==> config.mk <==
export PLATFORM = sky130hd
export DESIGN_NAME = seq_alu
export DESIGN_NICKNAME = d
export VERILOG_FILES = /design/src/rtl/seq_alu_pkg.sv /design/src/rtl/seq_alu_mul.sv /design/src/rtl/seq_alu.sv
export SDC_FILE = /design/constraint.sdc
export NUM_CORES = 1
export LEC_CHECK = 0
export CAP_MARGIN = 20
export CELL_PAD_IN_SITES_DETAIL_PLACEMENT = 0
export CELL_PAD_IN_SITES_GLOBAL_PLACEMENT = 1
export CORE_MARGIN = 3
export CORE_UTILIZATION = 25
export DETAILED_ROUTE_END_ITERATION = 7
export PLACE_DENSITY_LB_ADDON = 0.05
export SKIP_LAST_GASP = 1
export SLEW_MARGIN = 20
export SYNTH_ARGS = -nofsm -noshare
export SYNTH_HDL_FRONTEND = slang
export SYNTH_HIERARCHICAL = 1
export SYNTH_SLANG_ARGS = --single-unit
==> constraint.sdc <==
create_clock -name clk -period 2.5 [get_ports clk]
set_input_delay 0.25 -clock clk [delete_from_list [all_inputs] [get_ports clk]]
set_output_delay 0.25 -clock clk [all_outputs]
set_load 0.02 [all_outputs]
==> src/rtl/seq_alu_pkg.sv <==
// seq_alu_pkg: shared types for the registered sequential ALU.
// Holds the 4-bit opcode map that the decode stage already emits and the
// three-state handshake FSM encoding used by seq_alu.
package seq_alu_pkg;

  typedef enum logic [3:0] {
    OP_ADD   = 4'h0,
    OP_ADDI  = 4'h1,
    OP_SUB   = 4'h2,
    OP_SHL   = 4'h3,
    OP_MUL   = 4'h4,
    OP_BEQ0  = 4'h5,
    OP_CMPHI = 4'h6,
    OP_XOR   = 4'h7,
    OP_CLR   = 4'h8,
    OP_OR    = 4'h9,
    OP_NOT   = 4'hA,
    OP_JMP   = 4'hB,
    OP_PASS  = 4'hC,
    OP_SLT   = 4'hD,
    OP_ABS   = 4'hE,
    OP_NOP   = 4'hF
  } opcode_e;

  typedef enum logic [1:0] {
    IDLE = 2'd0,
    MUL  = 2'd1,
    RESP = 2'd2
  } state_e;

endpackage

==> src/rtl/seq_alu_mul.sv <==
// seq_alu_mul: iterative shift-add unsigned multiplier, one multiplier bit
// per cycle, WIDTH iterations after start.
// Ports:
//   clk, rst_n  - clock, asynchronous active-low reset
//   start_i     - load operands (a_i, b_i) and begin iterating
//   a_i, b_i    - multiplicand / multiplier
//   done_o      - high during the final iteration cycle
//   product_o   - full 2*WIDTH product, valid while done_o is high
module seq_alu_mul
  import seq_alu_pkg::*;
#(
  parameter int WIDTH = 8
) (
  input  logic               clk,
  input  logic               rst_n,
  input  logic               start_i,
  input  logic [WIDTH-1:0]   a_i,
  input  logic [WIDTH-1:0]   b_i,
  output logic               done_o,
  output logic [2*WIDTH-1:0] product_o
);

  localparam int CNT_W = $clog2(WIDTH + 1);

  logic [2*WIDTH-1:0] acc_q, acc_d;
  logic [2*WIDTH-1:0] mcand_q;
  logic [WIDTH-1:0]   mplier_q;
  logic [CNT_W-1:0]   cnt_q;
  logic               busy_q;

  // The last partial product is folded in combinationally so the caller can
  // register the finished product on the same edge as the final iteration.
  always_comb begin
    acc_d = acc_q + (mplier_q[0] ? mcand_q : '0);
  end

  assign done_o    = busy_q && (cnt_q == CNT_W'(1));
  assign product_o = acc_d;

  always_ff @(posedge clk or negedge rst_n) begin
    if (!rst_n) begin
      acc_q    <= '0;
      mcand_q  <= '0;
      mplier_q <= '0;
      cnt_q    <= '0;
      busy_q   <= 1'b0;
    end else if (start_i) begin
      acc_q    <= '0;
      mcand_q  <= {{WIDTH{1'b0}}, a_i};
      mplier_q <= b_i;
      cnt_q    <= CNT_W'(WIDTH);
      busy_q   <= 1'b1;
    end else if (busy_q) begin
      acc_q    <= acc_d;
      mcand_q  <= mcand_q << 1;
      mplier_q <= mplier_q >> 1;
      cnt_q    <= cnt_q - CNT_W'(1);
      if (cnt_q == CNT_W'(1)) begin
        busy_q <= 1'b0;
      end
    end
  end

endmodule

==> src/rtl/seq_alu.sv <==
// seq_alu: registered ALU with a valid/ready request/response handshake,
// an iterative multiply and a runtime-writable branch label table.
// Ports:
//   clk, rst_n                       - clock, asynchronous active-low reset
//   req_valid_i / req_ready_o        - request handshake
//   opcode_i, rs1_i, rs2_i, const_i  - operation and operands
//   lbl_we_i, lbl_waddr_i, lbl_wdata_i - label table write port
//   resp_valid_o / resp_ready_i      - response handshake
//   result_o, overflow_o, branch_taken_o - registered response fields
module seq_alu
  import seq_alu_pkg::*;
#(
  parameter int WIDTH   = 8,
  parameter int CONST_W = 2,
  parameter int LABEL_W = 3
) (
  input  logic               clk,
  input  logic               rst_n,
  input  logic               req_valid_i,
  output logic               req_ready_o,
  input  logic [3:0]         opcode_i,
  input  logic [WIDTH-1:0]   rs1_i,
  input  logic [WIDTH-1:0]   rs2_i,
  input  logic [CONST_W-1:0] const_i,
  input  logic               lbl_we_i,
  input  logic [LABEL_W-1:0] lbl_waddr_i,
  input  logic [WIDTH-1:0]   lbl_wdata_i,
  output logic               resp_valid_o,
  input  logic               resp_ready_i,
  output logic [WIDTH-1:0]   result_o,
  output logic               overflow_o,
  output logic               branch_taken_o
);

  localparam int DEPTH = 2 ** LABEL_W;

  state_e             state_q, state_d;
  opcode_e            op;
  logic               accept, is_mul, mul_done;
  logic [2*WIDTH-1:0] mul_product;

  logic [WIDTH-1:0]   result_q, result_d;
  logic               overflow_q, overflow_d;
  logic               taken_q, taken_d;
  logic [WIDTH-1:0]   lbl_q [DEPTH];

  logic [WIDTH:0]     add_sum;
  logic [WIDTH-1:0]   addi_ext, addi_sum, lbl_rdata;
  logic [WIDTH-1:0]   alu_result;
  logic               alu_ovf, alu_taken;

  assign op     = opcode_e'(opcode_i);
  assign is_mul = (op == OP_MUL);
  assign accept = req_valid_i & req_ready_o;

  seq_alu_mul #(.WIDTH(WIDTH)) u_mul (
    .clk       (clk),
    .rst_n     (rst_n),
    .start_i   (accept & is_mul),
    .a_i       (rs1_i),
    .b_i       (rs2_i),
    .done_o    (mul_done),
    .product_o (mul_product)
  );

  always_ff @(posedge clk or negedge rst_n) begin
    if (!rst_n) begin
      state_q <= IDLE;
    end else begin
      state_q <= state_d;
    end
  end

  // A response is retired on resp_ready_i; a request accepted in that same
  // cycle replaces it without passing through IDLE.
  always_comb begin
    state_d = state_q;
    case (state_q)
      IDLE:    if (accept) state_d = is_mul ? MUL : RESP;
      MUL:     if (mul_done) state_d = RESP;
      RESP:    if (resp_ready_i) state_d = accept ? (is_mul ? MUL : RESP) : IDLE;
      default: state_d = IDLE;
    endcase
  end

  // Ready never looks at req_valid_i so upstream cannot form a comb loop.
  always_comb begin
    req_ready_o  = 1'b0;
    resp_valid_o = 1'b0;
    case (state_q)
      IDLE: req_ready_o = 1'b1;
      RESP: begin
        resp_valid_o = 1'b1;
        req_ready_o  = resp_ready_i;
      end
      default: ;
    endcase
  end

  // Label reads see the pre-edge table contents, so a write landing on the
  // same edge as a lookup is only visible to later requests.
  always_comb begin
    add_sum    = {1'b0, rs1_i} + {1'b0, rs2_i};
    addi_ext   = {{(WIDTH-CONST_W){const_i[CONST_W-1]}}, const_i};
    addi_sum   = rs1_i + addi_ext;
    lbl_rdata  = lbl_q[rs1_i[LABEL_W-1:0]];
    alu_result = '0;
    alu_ovf    = 1'b0;
    alu_taken  = 1'b0;
    case (op)
      OP_ADD: begin
        alu_result = add_sum[WIDTH-1:0];
        alu_ovf    = add_sum[WIDTH];
      end
      OP_ADDI: begin
        alu_result = addi_sum;
        alu_ovf    = (rs1_i[WIDTH-1] == addi_ext[WIDTH-1]) &&
                     (addi_sum[WIDTH-1] != rs1_i[WIDTH-1]);
      end
      OP_SUB:   alu_result = rs1_i - rs2_i;
      OP_SHL:   alu_result = rs1_i << const_i;
      OP_BEQ0: begin
        alu_result = lbl_rdata;
        alu_taken  = (rs2_i == '0);
      end
      OP_CMPHI: alu_result = {{(WIDTH-1){1'b0}},
                              (rs1_i[WIDTH-1:WIDTH/2] == rs2_i[WIDTH-1:WIDTH/2])};
      OP_XOR:   alu_result = rs1_i ^ rs2_i;
      OP_OR:    alu_result = rs1_i | rs2_i;
      OP_NOT:   alu_result = ~rs1_i;
      OP_JMP: begin
        alu_result = lbl_rdata;
        alu_taken  = 1'b1;
      end
      OP_PASS:  alu_result = rs1_i;
      OP_SLT:   alu_result = {{(WIDTH-1){1'b0}}, (rs1_i < rs2_i)};
      OP_ABS: begin
        // The most negative value has no positive twin and negates to itself.
        alu_result = rs1_i[WIDTH-1] ? (~rs1_i + 1'b1) : rs1_i;
        alu_ovf    = (rs1_i == {1'b1, {(WIDTH-1){1'b0}}});
      end
      default: ;
    endcase
  end

  always_comb begin
    result_d   = result_q;
    overflow_d = overflow_q;
    taken_d    = taken_q;
    if (accept && !is_mul) begin
      result_d   = alu_result;
      overflow_d = alu_ovf;
      taken_d    = alu_taken;
    end else if (state_q == MUL && mul_done) begin
      result_d   = mul_product[WIDTH-1:0];
      overflow_d = |mul_product[2*WIDTH-1:WIDTH];
      taken_d    = 1'b0;
    end
  end

  always_ff @(posedge clk or negedge rst_n) begin
    if (!rst_n) begin
      result_q   <= '0;
      overflow_q <= 1'b0;
      taken_q    <= 1'b0;
    end else begin
      result_q   <= result_d;
      overflow_q <= overflow_d;
      taken_q    <= taken_d;
    end
  end

  always_ff @(posedge clk or negedge rst_n) begin
    if (!rst_n) begin
      for (int i = 0; i < DEPTH; i++) begin
        lbl_q[i] <= '0;
      end
    end else if (lbl_we_i) begin
      lbl_q[lbl_waddr_i] <= lbl_wdata_i;
    end
  end

  assign result_o       = result_q;
  assign overflow_o     = overflow_q;
  assign branch_taken_o = taken_q;

endmodule
# --- After elaboration in Yosys (flattened, before gate mapping) ---
# Index checks and enable logic that the tools add are counted.
totals:
  wordCells: 108
  output_inout_bits: 12
  in_bits: 38
  reg_bits: 121
classes:
  bitwise_logic: 7
  add_sub_neg: 6
  n_mux: 36
  n_reduce_logical: 14
  n_eq_ne: 23
  shift: 1
  magnitude_cmp: 4
ops:
  columns: ["operator", "n"]
  rows:
  - ["one-hot mux 8 bit (12 select lines)", 1]
  - ["two-way mux 16 bit", 5]
  - ["bitwise mux 64 bit", 1]
  - ["two-way mux 8 bit", 8]
  - ["binary-select mux 8 bit (select 3 bit)", 1]
  - ["demux 8 bit (select 3 bit)", 1]
  - ["== test 4 bit, second input constant", 6]
  - ["adder 16 bit", 1]
  - ["== test 4 x 3 -> 1 bit, second input constant", 4]
  - ["two-way mux 2 bit", 5]
  - ["adder 8 x 8 -> 9 bit", 1]
  - ["adder 8 x 1 -> 8 bit, second input constant", 1]
  - ["adder 8 bit", 1]
  - ["== test 4 x 1 -> 1 bit, second input constant", 2]
  - ["== test 4 x 2 -> 1 bit, second input constant", 2]
  - ["== test 8 bit, second input constant", 1]
  - ["greater-or-equal comparator 4 bit, second input constant", 2]
  - ["logical NOT 8 bit", 1]
  - ["< comparator 8 bit", 1]
  - ["two-way mux 1 bit", 8]
  - ["two-way mux 4 bit", 2]
  - ["NOT 3 -> 4 bit", 2]
  - ["NOT 8 bit", 1]
  - ["OR 8 bit", 1]
  - ["23 further kinds", 32]

# --- Depth between registers and ports, before layout ---
# Gate-level depths: netlist of run 1.
logic_depth:
  ltp_word: 6
  mapped_depth: 14
  ltp_nobuf: 13

# --- Cells and area by module ---
# Netlist of run 1, hierarchy kept.
by_module_without_submodules:
  columns: ["mod", "area_per_inst_um2", "cells_per_inst", "seq_area_each_um2", "n_inst"]
  rows:
  - ["seq_alu", 5983.2, 594, 1901.8, 1]
  - ["seq_alu_mul", 2882.8, 296, 1126.1, 1]

# --- Least setup slack after synthesis of run 1 ---
# No wires, ideal clock.
synth_timing:
  kind: "register -> register"
  startpoint: "reg u_mul.mplier_q[0]"
  endpoint: "reg overflow_q, in the netlist overflow_o"
  synth_period_minus_slack_ps: 2725
  stages_incl_launch_ff: 14
  slack_ps: -225
  n_path_buf: 0
  arrival_ps: 2601
  setup_ps: 124
  required_ps: 2376
  path_cell_list: "dfrtp_1 -> and2_1 -> ha_1 -> fa_1 -> a21oi_1 -> nand4b_1 -> a21oi_2 -> a311oi_4 -> o31ai_1 -> xor2_1 -> nor4_1 -> nand4_1 -> o21ai_0 -> nor2_1"
synth_between:
  elab_chain_cells: 5
synth_lines:
  columns: ["element", "line", "source"]
  rows:
  - ["from (decl)", "seq_alu_mul.sv:27", "logic [WIDTH-1:0] mplier_q;"]
  - ["from (signal assigned)", "seq_alu_mul.sv:50", "mplier_q <= b_i;"]
  - ["from (signal assigned)", "seq_alu_mul.sv:56", "mplier_q <= mplier_q >> 1;"]
  - ["two-way mux 16 bit", "seq_alu_mul.sv:34", "acc_d = acc_q + (mplier_q[0] ? mcand_q : '0);"]
  - ["adder 16 bit", "seq_alu_mul.sv:34", null]
  - ["named net mul_product[14]", "seq_alu.sv:40", "logic [2*WIDTH-1:0] mul_product;"]
  - ["OR reduction 8 bit", "seq_alu.sv:156", "overflow_d = |mul_product[2*WIDTH-1:WIDTH];"]
  - ["two-way mux 1 bit", "seq_alu.sv:154", "end else if (state_q == MUL && mul_done) begin"]
  - ["two-way mux 1 bit", "seq_alu.sv:150", "if (accept && !is_mul) begin"]
  - ["to (signal assigned)", "seq_alu.sv:168", "overflow_q <= overflow_d;"]
  - ["to (decl)", "seq_alu.sv:43", "logic overflow_q, overflow_d;"]
# The timed path passes the listed nets, and every way through them passes these cells. The select of a mux whose other input is x is not followed.
# A chain may end at the register's enable or synchronous reset.

# --- Worst setup path after layout of run 1 ---
# Same ends and word-level chain as after synthesis.

==> results of run 1 <==
## final cells by class
cell class,count,share of cell area
Sequential cell,121,0.246
Tap cell,455,0.0462
Timing Repair Buffer,268,0.181
Multi-Input combinational cell,683,0.467
Clock inverter,15,0.0147
Inverter,33,0.0101
Clock buffer,17,0.0346
## cell families after synthesis
group                    share of synthesized area
adder cells (fa/ha/maj)                     0.0796
multiplexers                                 0.181
AND/OR/NAND/NOR                              0.164
buffers and inverters                       0.0461
flip-flops                                   0.342
AO/OA/AOI/OAI                                0.164
XOR/XNOR                                    0.0237
## sequential cells by signal, indices dropped and copies added (netlist names)
register / count
branch_taken_o: 1
overflow_o: 1
lbl_q: 64
u_mul/busy_q: 1
state_q: 2
u_mul/acc_q: 16
u_mul/mplier_q: 8
result_o: 8
u_mul/cnt_q: 4
u_mul/mcand_q: 16
## timing repair
item / in CTS / in global routing
buffers inserted: 5 / 5
endpoints found under the setup margin: 8 / 12
pin swaps: 8 / 22
hold buffers: 1 / 0
resized for setup: 29 / 26
endpoints found under the hold margin: 26 / 0
## metal layers
metal	up-vias	global-route usage
met1	3748	0.240
met3	19	0.0227
li1	3763	-
met5	-	0
met4	0	0.0351
met2	90	0.274
## final timing paths
kind,startpoint,endpoint,slack [ps],cells past startpoint
worst max-delay path,u_mul/mplier_q[0]$_DFFE_PN0P_,overflow_o$_DFFE_PN0P_,-210,13
worst min-delay path,rst_n,u_mul/mplier_q[5]$_DFFE_PN0P_,310,2
worst max register to register,u_mul/mplier_q[0]$_DFFE_PN0P_,overflow_o$_DFFE_PN0P_,-210,13
worst min register to register,lbl_q[43]$_DFFE_PN0P_,lbl_q[43]$_DFFE_PN0P_,500,1
max in group asynchronous,rst_n,lbl_q[56]$_DFFE_PN0P_,1550,3
min in group clk,rs2_i[1],u_mul/mplier_q[1]$_DFFE_PN0P_,470,3
## worst reg2reg max path, delay by kind of cell (launching register included)
family,cells,cell delay [ps]
simple gates,5,700
flops,1,460
compound gates,4,670
xor+xnor,1,70
buf+inv,1,180
fa+ha+maj,2,510
## stage by stage
stage / hold WS, ps / setup WS, ps / TNS, ps / std cells
after floorplan: -45.6 / -89.3 / -89.3 / 890
after global routing: 329 / -400 / -1360 / 1592
after global placement: 241 / -524 / -2810 / 1549
after detailed placement: 242 / -509 / -2720 / 1549
after CTS: 306 / -280 / -748 / 1587
final: 309 / -209 / -710 / 1592
## power by group
group	internal [µW]	switching (µW)	leakage [µW]
logic	2030	1850	0.00364
registers	2540	410	0.00149
clock network	1510	1080	0.000293
## placed cells by master (no fill, tap or decap), drive strengths merged, types with 7 or more instances in the layout
cell	netlist	layout
buf	25	221
dfrtp	121	121
nand2	73	73
mux2	69	69
nor2	63	63
ha	50	50
o21ai	47	47
clkdlybuf4s50	0	46
a21oi	46	46
mux2i	45	45
inv	33	41
and2	19	19
nand2b	17	17
clkbuf	28	17
xnor2	17	17
nand3	16	16
mux4	16	16
nor3	12	12
o22ai	11	11
a21o	10	10
nor2b	10	10
a211oi	10	10
o211ai	9	9
a31oi	9	9
nor3b	9	9
and3	9	9
nand4b	7	7
xor2	7	7
a311oi	7	7
==> flow_metrics.env, run 1 <==
export IMPL_cp_top_family="simple AND/OR/NAND/NOR gates"
export IMPL_synthDistinctLibCells=92
export IMPL_cap_violations=0
export IMPL_status="finished, violations left"
export IMPL_yosys_top_cells_count="dfrtp_1, nand2_1, mux2_2"
export IMPL_crit_top_cell="a21oi_2"
export IMPL_fin_nets=1216
export IMPL_worst_pin_slew_ps=575
export IMPL_cp_buffers_inverters=1
export IMPL_avgViaCountPerCell=4.79
export IMPL_clk_latency_ps=430
export IMPL_postRouteAntennaNets=0
export IMPL_cts_htree_levels=4
export IMPL_critPathRequiredTime_ps=2820
export IMPL_drtPass1Iterations=5
export IMPL_syn_area_per_cell_um2=9.96
export IMPL_dieArea_um2=37800
export IMPL_crit_path_start_kind="flip-flop"
export IMPL_cts_buffers=17
export IMPL_seq_area_um2=3030
export IMPL_critPathMaxFanout=6
export IMPL_top_layer="met4"
export IMPL_fin_crit_sh=1.08
export IMPL_relSlewSlack=0.611
export IMPL_synthFlopType="dfrtp_1"
export IMPL_synth_area_leaders="dfrtp_1, mux2_2, ha_1"
export IMPL_grt_total_usage=0.168
export IMPL_crit_type="flip-flop to flip-flop"
export IMPL_grt_setup_unrepaired="yes"
export IMPL_antennaDiodeCount=0
export IMPL_dr_wl_met2_mm=14.6
export IMPL_finClkSkew_ps=14.4
export IMPL_routabilityCongestion=0.817
export IMPL_yosysTopAreaCellShare=0.342
export IMPL_min_period_ps=2710
export IMPL_die_h_um=194
export IMPL_grt_pass1_wl_mm=49.3
export IMPL_placed_cell_area_um2=11300
export IMPL_synth_nets=982
export IMPL_final_max_slew_viol_count=0
export IMPL_wl_met1_mm=15.7
export IMPL_grt_overflow=0
export IMPL_io_buffers=49
export IMPL_clkSlewWorstSetupHoldPaths_ps=70
export IMPL_grt_pass1_vias=7986
export IMPL_std_cell_rows=68
export IMPL_wl_met3_um=704
export IMPL_synth_top_area_cell="dfrtp_1"
export IMPL_ys_ff_latch=121
export IMPL_netlist_area_um2=8870
export IMPL_routed_wl_mm=31.4
export IMPL_drc=0
export IMPL_fin_util=0.355
export IMPL_fin_area_um2=12300
export IMPL_clock_sinks=121
export IMPL_fmax_ghz=0.369
export IMPL_worst_setup_path_end_kind="flip-flop"
export IMPL_cp_cell_sequence="and2_4 -> ha_4 -> fa_2 -> a21oi_2 -> nand4b_1 -> a21oi_2 -> a311oi_4 -> buf_4 -> xnor2_1 -> nor4_2 -> nand4_1 -> o21ai_1 -> nor2_1"
export IMPL_vias=7620
export IMPL_final_layout_size_suffix_gt1_frac=0.355
export IMPL_hpwl_mm=24.0
export IMPL_hp_class="input pin to asynchronous set/reset pin"
export IMPL_core_area_um2=34700
export IMPL_violations="negative setup slack"
export IMPL_root_buffer="clkbuf_16"
export IMPL_synth_most_common_cell="dfrtp_1"
export IMPL_vdd_drop_max_v=0.000908
export IMPL_synth_warnings=6
export IMPL_p_total_uw=9410
export IMPL_die_x_um=194
export IMPL_area_growth_syn_to_layout_pct=38.9
export IMPL_p_leak_uw=0.00542
export IMPL_async_reset_ff_frac=1.00
export IMPL_antenna_found_initial=0
export IMPL_io_pins=50
export IMPL_critPathMaxStageDelay_ps=460
export IMPL_clockBufferDepth=2
export IMPL_first_iter_violations=346
export IMPL_power_density_nw_per_um2=765
export IMPL_fin_ws_ps=-209
export IMPL_tritoncts="built"
export IMPL_routedWlPerCell_um=19.7
export IMPL_arrival_ps=3020
export IMPL_grt_max_degree=55
export IMPL_multiInputGateArea_um2=5750
export IMPL_seq_area_frac_synth=0.342
export IMPL_synth_edf_count=0
export IMPL_initial_utilization=0.255
export IMPL_synthCells=890
export IMPL_finalSetupViolCount=5
export IMPL_critPathSlowestCell="dfrtp_2"
export IMPL_fill_cells=3576
export IMPL_finalHoldViolCount=0
Power figures use the tool's default switching activity.
==> run 2, diff against run 1 <==
Clock period 2.5 ns to 2.68 ns, I/O delays scaled along.
==> run 2 against run 1 <==
  * The flow still finishes with violations (negative setup slack)
  * Final cell count shrank 2.4%
  * Largest power group unchanged
  * Critical path depth is the same
  * Power shrank 8.3%
  * Critical endpoint unchanged
  * Setup slack gained 3.2 ps
  * Critical path type unchanged
  * Routed wire length is essentially flat
  * Count of clock-buffer cells in the layout grew 1
  * Global-route usage grew 0.15 points
  * Sequential cell count is the same
  * Utilization shrank 1.3 points
  * Design area shrank 3.8%
  * Sequential power shrank 7.1%
==> flow_metrics.env, run 2 (synthesis results as in run 1) <==
export IMPL_fmax_ghz=0.347
export IMPL_drc=0
export IMPL_final_max_slew_viol_count=0
export IMPL_std_cell_rows=68
export IMPL_grt_pass1_wl_mm=49.7
export IMPL_top_regs="lbl_q (64), u_mul/acc_q (16), u_mul/mcand_q (16)"
export IMPL_cts_htree_levels=4
export IMPL_critPathRequiredTime_ps=2990
export IMPL_crit_start="u_mul/mplier_q[0]$_DFFE_PN0P_"
export IMPL_fin_nets=1178
export IMPL_cts_buffers=17
export IMPL_p_leak_uw=0.00523
export IMPL_layout_common_cells="buf_4, dfrtp_1, nand2_1"
export IMPL_clkSlewWorstSetupHoldPaths_ps=60
export IMPL_worst_pin_slew_ps=598
export IMPL_routabilityCongestion=0.821
export IMPL_finClkSkew_ps=14.3
export IMPL_seq_area_um2=3030
export IMPL_worstRegToRegCells=13
export IMPL_fin_ws_ps=-206
export IMPL_clock_sinks=121
export IMPL_fin_crit_sh=1.08
export IMPL_crit_top_cell="a21oi_2"
export IMPL_hp_class="input pin to asynchronous set/reset pin"
export IMPL_grt_pass1_vias=7972
export IMPL_critPathMaxFanout=6
export IMPL_setup_tns_ps=-206
export IMPL_antenna_found_initial=0
export IMPL_power_density_nw_per_um2=729
export IMPL_routedWlPerCell_um=20.2
export IMPL_grt_max_degree=57
export IMPL_min_period_ps=2890
export IMPL_grt_setup_unrepaired="yes"
export IMPL_vdd_drop_max_v=0.000495
export IMPL_worst_setup_path_end_kind="flip-flop"
export IMPL_root_buffer="clkbuf_16"
export IMPL_crit_path_start_kind="flip-flop"
export IMPL_drtPass1Iterations=4
export IMPL_dieArea_um2=37800
export IMPL_core_area_um2=34700
export IMPL_hpwl_mm=23.9
export IMPL_vias=7608
export IMPL_arrival_ps=3190
export IMPL_tritoncts="built"
export IMPL_clk_latency_ps=430
export IMPL_cp_cell_sequence="and2_4 -> ha_4 -> fa_2 -> a21oi_2 -> nand4b_1 -> a21oi_2 -> a311oi_4 -> buf_4 -> xnor2_1 -> nor4_2 -> nand4_1 -> o21ai_2 -> nor2_1"
export IMPL_final_layout_size_suffix_gt1_frac=0.314
export IMPL_final_common_cell="buf_4"
export IMPL_relSlewSlack=0.601
export IMPL_die_h_um=194
export IMPL_pre_cts_slack_ps=-373
export IMPL_fill_cells=3598
export IMPL_io_pins=50
export IMPL_critPathMaxStageDelay_ps=440
export IMPL_regToRegStartpoint="u_mul/mplier_q[0]$_DFFE_PN0P_"
export IMPL_antennaDiodeCount=0
export IMPL_routed_wl_mm=31.4
export IMPL_violations="negative setup slack"
export IMPL_finalSetupViolCount=1
export IMPL_status="finished, violations left"
export IMPL_first_iter_violations=345
export IMPL_largest_reg_flops=64
export IMPL_grt_overflow=0
export IMPL_cap_violations=0
export IMPL_crit_type="flip-flop to flip-flop"
export IMPL_io_buffers=49
export IMPL_area_growth_syn_to_layout_pct=33.6
export IMPL_avgViaCountPerCell=4.90
export IMPL_r2r_slack_ps=-210
export IMPL_finalHoldViolCount=0
export IMPL_postRouteAntennaNets=0
export IMPL_clockBufferDepth=2
export IMPL_critPathSlowestCell="dfrtp_2"
export IMPL_die_x_um=194
export IMPL_initial_utilization=0.255
export IMPL_grt_total_usage=0.170
export IMPL_multiInputGateArea_um2=5560
export IMPL_regMostFlops="lbl_q"
run 2: cell types whose count changed in the layout (fill, tap and decap cells not counted), sizes merged:
cell / delta
buf: -39
clkinv: -2
clkinvlp: +2
inv: -2
bufinv: +1
clkbuf: +1
clkdlybuf4s50: +1
run 2: path summary, 6_finish.rpt:
| kind | endpoint |
|---|---|
| max | overflow_o$_DFFE_PN0P_ |
| min | u_mul/mplier_q[5]$_DFFE_PN0P_ |
| max reg2reg | overflow_o$_DFFE_PN0P_ |
| min reg2reg | lbl_q[60]$_DFFE_PN0P_ |
| max in group asynchronous | lbl_q[50]$_DFFE_PN0P_ |
| min in group clk | u_mul/mcand_q[0]$_DFFE_PN0P_ |
run 2: power by group:
group | internal [µW] | total [µW] | switching [µW]
Combinational | 1750 | 3410 | 1670
Sequential | 2370 | 2740 | 376
Clock | 1510 | 2480 | 966
Total | 5620 | 8630 | 3010
run 2: worst max-delay path, delay by kind of cell, from the launching register on:
kind	cells	cell delay [ps]
adders and majority gates	2	520
xor gates and xnor gates	1	70
and+or+nand+nor	5	840
AOI/OAI and AO/OA	4	730
DFF	1	440
buffers and inverters	1	170
run 2: what timing repair did:
action,in CTS,in global routing
hold endpoints to repair,54,0
pin swaps,14,18
setup buffers,1,2
gates resized for setup,14,16
setup endpoints to repair,4,5
hold buffers,1,0
run 2: metrics by stage:
| stage | util | hold WS, ps | total power, µW | instances | area [µm²] |
|---|---|---|---|---|---|
| 3_5_place_dp | 0.319 | 298 | 6130 | 1519 | 11100 |
| 2_1_floorplan | - | -27.6 | 4630 | 890 | 8870 |
| 5_1_grt | 0.341 | 420 | 9220 | 1554 | 11800 |
| 6_report | 0.341 | 372 | 8630 | 1554 | 11800 |
| 3_3_place_gp | 0.319 | 305 | 6140 | 1519 | 11100 |
| 4_1_cts | 0.339 | 389 | 8730 | 1553 | 11800 |
run 2: cell type report:
| type | instances | area share |
|---|---|---|
| well taps | 455 | 0.0481 |
| clock buffers | 18 | 0.0371 |
| repair buffers | 230 | 0.163 |
| flip-flops and latches | 121 | 0.256 |
| inverters | 33 | 0.0105 |
| multi-input cells | 683 | 0.470 |
| clock inverters | 14 | 0.0155 |
run 2: metal layers:
metal | GRT usage | vias to the layer above | wire length [µm]
met4 | 0.0338 | 0 | 331
met2 | 0.275 | 105 | 14600
met3 | 0.0258 | 18 | 758
li1 | - | 3698 | -
met5 | 0 | - | 0
met1 | 0.242 | 3787 | 15700
